<file path="src/rtl/count_sequencer_ctrl.sv">
// Sequencer for a small up/down counter: start/pause/resume/stop, preload,
// programmable terminal count, one-shot or auto-reload, with a run counter.
module count_sequencer_ctrl #(
  parameter int unsigned WIDTH = 4,
  parameter int unsigned CYC_W = 8
) (
  input  logic             clk,
  input  logic             clear,
  input  logic             start,
  input  logic             stop,
  input  logic             load,
  input  logic [WIDTH-1:0] load_val,
  input  logic [WIDTH-1:0] limit,
  input  logic             dir,
  input  logic             auto_reload,
  output logic [WIDTH-1:0] q,
  output logic             busy,
  output logic             done,
  output logic             tc_pulse,
  output logic [CYC_W-1:0] cycles
);

  typedef enum logic [1:0] {IDLE, RUN, PAUSE, DONE} state_t;

  state_t           state;
  state_t           state_nxt;
  logic [WIDTH-1:0] lim_r;
  logic             dir_r;
  logic [WIDTH-1:0] target;
  logic [WIDTH-1:0] start_live;
  logic [WIDTH-1:0] start_reg;
  logic             at_target;

  function automatic logic [WIDTH-1:0] clamp(input logic [WIDTH-1:0] v,
                                             input logic [WIDTH-1:0] m);
    return (v > m) ? m : v;
  endfunction

  assign target     = dir_r ? lim_r : '0;
  assign start_live = dir ? '0 : limit;
  assign start_reg  = dir_r ? '0 : lim_r;
  assign at_target  = (q == target);

  // State register
  always_ff @(posedge clk or negedge clear) begin
    if (!clear) state <= IDLE;
    else        state <= state_nxt;
  end

  // Next-state decode; stop outranks start, which outranks load
  always_comb begin
    state_nxt = state;
    case (state)
      IDLE:    if (!stop && start) state_nxt = RUN;
      RUN: begin
        if (stop)                           state_nxt = PAUSE;
        else if (at_target && !auto_reload) state_nxt = DONE;
      end
      PAUSE: begin
        if (stop)       state_nxt = IDLE;
        else if (start) state_nxt = RUN;
      end
      DONE: begin
        if (stop)       state_nxt = IDLE;
        else if (start) state_nxt = RUN;
      end
      default: state_nxt = IDLE;
    endcase
  end

  // Status decoded from registered state and q only
  always_comb begin
    busy     = 1'b0;
    done     = 1'b0;
    tc_pulse = 1'b0;
    busy     = (state == RUN);
    done     = (state == DONE);
    tc_pulse = (state == RUN) && at_target;
  end

  // Counter datapath, latched limit/direction and completed-run counter
  always_ff @(posedge clk or negedge clear) begin
    if (!clear) begin
      q      <= '0;
      lim_r  <= '0;
      dir_r  <= 1'b1;
      cycles <= '0;
    end else begin
      case (state)
        IDLE: begin
          if (!stop) begin
            if (start) begin
              lim_r  <= limit;
              dir_r  <= dir;
              cycles <= '0;
              q      <= start_live;
            end else if (load) begin
              q <= clamp(load_val, limit);
            end
          end
        end
        RUN: begin
          if (!stop) begin
            if (at_target) begin
              if (!(&cycles)) cycles <= cycles + CYC_W'(1);
              if (auto_reload) q <= start_reg;
            end else if (dir_r && (q > lim_r)) begin
              // resumed beyond the target: land on it so tc still fires
              q <= lim_r;
            end else if (dir_r) begin
              q <= q + WIDTH'(1);
            end else begin
              q <= q - WIDTH'(1);
            end
          end
        end
        PAUSE: begin
          if (stop)                q <= '0;
          else if (!start && load) q <= clamp(load_val, lim_r);
        end
        DONE: begin
          if (stop) begin
            q <= '0;
          end else if (start) begin
            lim_r <= limit;
            dir_r <= dir;
            q     <= start_live;
          end
        end
        default: q <= '0;
      endcase
    end
  end

endmodule

</file>
<file path="config.mk">
export PLATFORM = sky130hd
export DESIGN_NAME = count_sequencer_ctrl
export DESIGN_NICKNAME = d
export VERILOG_FILES = /design/src/rtl/count_sequencer_ctrl.sv
export SDC_FILE = /design/constraint.sdc
export NUM_CORES = 1
export LEC_CHECK = 0
export ABC_AREA = 1
export CAP_MARGIN = 20
export CORE_AREA = 2 2 63 65
export DETAILED_ROUTE_END_ITERATION = 10
export DIE_AREA = 0 0 65 67
export PLACE_DENSITY = 0.78
export SYNTH_ARGS = -nofsm -noshare
export SYNTH_HDL_FRONTEND = slang
export SYNTH_SLANG_ARGS = --single-unit
</file>
<file path="constraint.sdc">
create_clock -name clk -period 2 [get_ports clk]
set_input_delay 0.2 -clock clk [delete_from_list [all_inputs] [get_ports clk]]
set_output_delay 0.2 -clock clk [all_outputs]
set_load 0.1 [all_outputs]
</file>
==> impl_metrics.tcl <==
set metrics [dict create \
    status "complete, no violations" \
    port_buffers 29 \
    endpoint_kind "primary output" \
    antenna_found_initial 0 \
    insertion_delay_ps 260 \
    vias 2064 \
    seq_area_sq_um 490 \
    ys.flop_type "dfrtp_1" \
    ys_seq_elements 19 \
    combPwrFrac_pct 76.1 \
    fin_area_sq_mm 0.00250 \
    max_clock_freq_mhz 512 \
    syn-instance-count 297 \
    crit_type "reg -> out" \
    wl_met2_um 2420 \
    wl_met1_um 2300 \
    final_net_count 379 \
    vias_per_cell 5.28 \
    clock_power_share_pct 6.7 \
    synth_top_area_share_pct 23.0 \
    ant_nets 0 \
    async_flop_share_pct 100 \
    internal_power_w 0.00171 \
    grt_max_degree 20 \
    maxSlewHeadroom_pct 79.2 \
    synthTopCellsByArea "dfrtp_1 (23%), nand2_1 (16%), ha_1 (12%)" \
    yosysSeqAreaShare_pct 24.4 \
    core_area_sq_mm 0.00361 \
    start_util_pct 54.2 \
    grt_pass1_wl_um 8270 \
    critPathLaunchType "flip-flop" \
    grt-ovfl-total 0 \
    period_share_pct 97.7 \
    synth_area_leader_cell "dfrtp_1" \
    synth_common_cells "nand2_1 (85), nand3_1 (39), inv_1 (37)" \
    routabilityCongestion 0.920 \
    swShare_pct 57.4 \
    die-height_um 67 \
    area_growth_pct 28.1 \
    cts_sinks 19 \
    worst_pin_slew_ps 310 \
    hp-class "in -> async" \
    arrival_ps 1750 \
    final-hold-violation-count 0 \
    p_leak_nw 1.27 \
    grt_usage_pct 24.1 \
    p_seq_share_pct 17.2 \
    drc 0 \
    p_total_w 0.00402 \
    io_pins 30 \
    ir_drop_v 0.000750 \
    synth_edf_count 0 \
    drive_above_1_share_pct 21.6 \
    multi_input_area_sq_mm 0.00133 \
    dr_wl_met3_um 203 \
    min_period_ps 1950 \
    cts.reportedPaths.clkPinSlew_ps 80 \
    die-area_sq_mm 0.00436 \
    syn_area_sq_mm 0.00196 \
    fin_skew_ps 6.17 \
    fillCellCount 332 \
    yosys_warnings 0 \
    rsz0062_at_grt "yes" \
    drtIter0Drc 209 \
    die_x_um 65 \
    avgSynthCellArea_sq_um 6.58 \
    setup_viol 0 \
    routed_wl_um 4970 \
    switching_power_w 0.00231 \
    wl_per_cell_um 12.7 \
    drv_slew 0 \
    top_layer "met4" \
    drtPass1Iterations 4 \
    diodes 0 \
    hpwl_um 3800 \
    dpl-instance-area_sq_mm 0.00239 \
    cts-root-buf "clkbuf_8" \
    synth.distinct_cells 29 \
    power_density_mw_per_mm2 1610 \
    path_max_fanout 11 \
    drv_cap 0 \
    critPathRequiredTime_ps 1800 \
    cts_buffers 3 \
    synth_nets 332 \
    grt_pass1_vias 1888 \
    yosysMostFrequentCell "nand2_1" \
    rows 22 \
    cts_tree "done" \
    clock_path_buffers 2 \
    htree_levels 1 \
]
==> cell families (layout without fill, tap and decap cells) <==
family / after synthesis / after routing / synth area share, %
buffers and inverters: 46 / 92 / 9.79
adder cells (fa/ha/maj): 20 / 20 / 13.2
AND/OR/NAND/NOR: 162 / 162 / 36.6
AO/OA/AOI/OAI: 43 / 43 / 12.9
XOR/XNOR: 7 / 7 / 3.14
flip-flops: 19 / 19 / 24.4
==> critical path: stages (launching register included) <==
cell	delay (ps)
dfstp_2	550
buf_8	140
nand2_1	60
nand2_1	50
nand2_1	80
nor2_4	210
nand3_2	130
clkinvlp_4	110
buf_12	170
==> cells in the final DEF, fill, tap and decap left out, types with 4 or more instances in the layout <==
cell type	n
o21ai_1	7
nand2_1	85
a21oi_1	23
inv_2	5
inv_1	35
nand3_1	38
clkdlybuf4s50_1	14
dfrtp_2	8
ha_1	16
buf_4	29
nor2_1	23
o21ai_0	5
xor2_1	4
dfrtp_1	9
==> path summary, 6_finish.rpt <==
check / slack [ps] / start / end / depth (start not counted)
max: 50 / dir_r / tc_pulse / 8
min: 280 / clear / cycles[0] / 2
max reg2reg: 160 / q[0] / q[1] / 12
min reg2reg: 560 / cycles[4] / cycles[4] / 2
max in group asynchronous: 1460 / clear / dir_r / 2
min in group clk: 560 / cycles[4] / cycles[4] / 2
==> state kept, by name (all words and copies together) (netlist names) <==
signal,count
cycles,8
q,4
state,2
lim_r,4
dir_r,1
==> power groups by stage <==
stage | registers, W | clock network, W | logic, W
2_1_floorplan | 0.00106 | 0 | 0.00185
3_3_place_gp | 0.000680 | 0 | 0.00283
3_5_place_dp | 0.000682 | 0 | 0.00286
4_1_cts | 0.000677 | 0.000272 | 0.00291
5_1_grt | 0.000709 | 0.000287 | 0.00341
6_report | 0.000692 | 0.000270 | 0.00306
==> through the flow <==
stage / setup TNS [ps] / util (%) / cells / hold slack, ps / worst slack (ps)
6_report: 0 / 69.5 / 391 / 280 / 45.5
5_1_grt: -78.1 / 69.5 / 391 / 298 / -48.6
4_1_cts: 0 / 68.0 / 388 / 286 / 21.1
3_5_place_dp: -21.8 / 66.4 / 383 / 537 / -13.3
3_3_place_gp: -0.618 / 66.4 / 383 / 527 / -0.618
2_1_floorplan: -27.5 / - / 297 / -95.6 / -14.1
==> metal layers <==
| metal | vias up | GRT usage [%] |
|---|---|---|
| li1 | 1061 | - |
| met1 | 936 | 31.5 |
| met2 | 61 | 42.3 |
| met3 | 6 | 2.87 |
| met4 | 0 | 6.12 |
| met5 | - | 0 |
==> timing repair <==
action	CTS	global route
hold buffers	0	0
endpoints found under the setup margin	1	5
gates resized for setup	1	7
pin swaps	2	2
cloned	0	0
setup buffers	1	3
==> final cells by class <==
| cell class | instances | area share [%] |
|---|---|---|
| Tap cell | 48 | 2.40 |
| Multi-Input combinational cell | 232 | 52.9 |
| Sequential cell | 19 | 19.6 |
| Clock buffer | 3 | 1.65 |
| Clock inverter | 1 | 0.200 |
| Inverter | 41 | 6.29 |
| Timing Repair Buffer | 47 | 16.9 |
(Power assumes the default switching activity.)
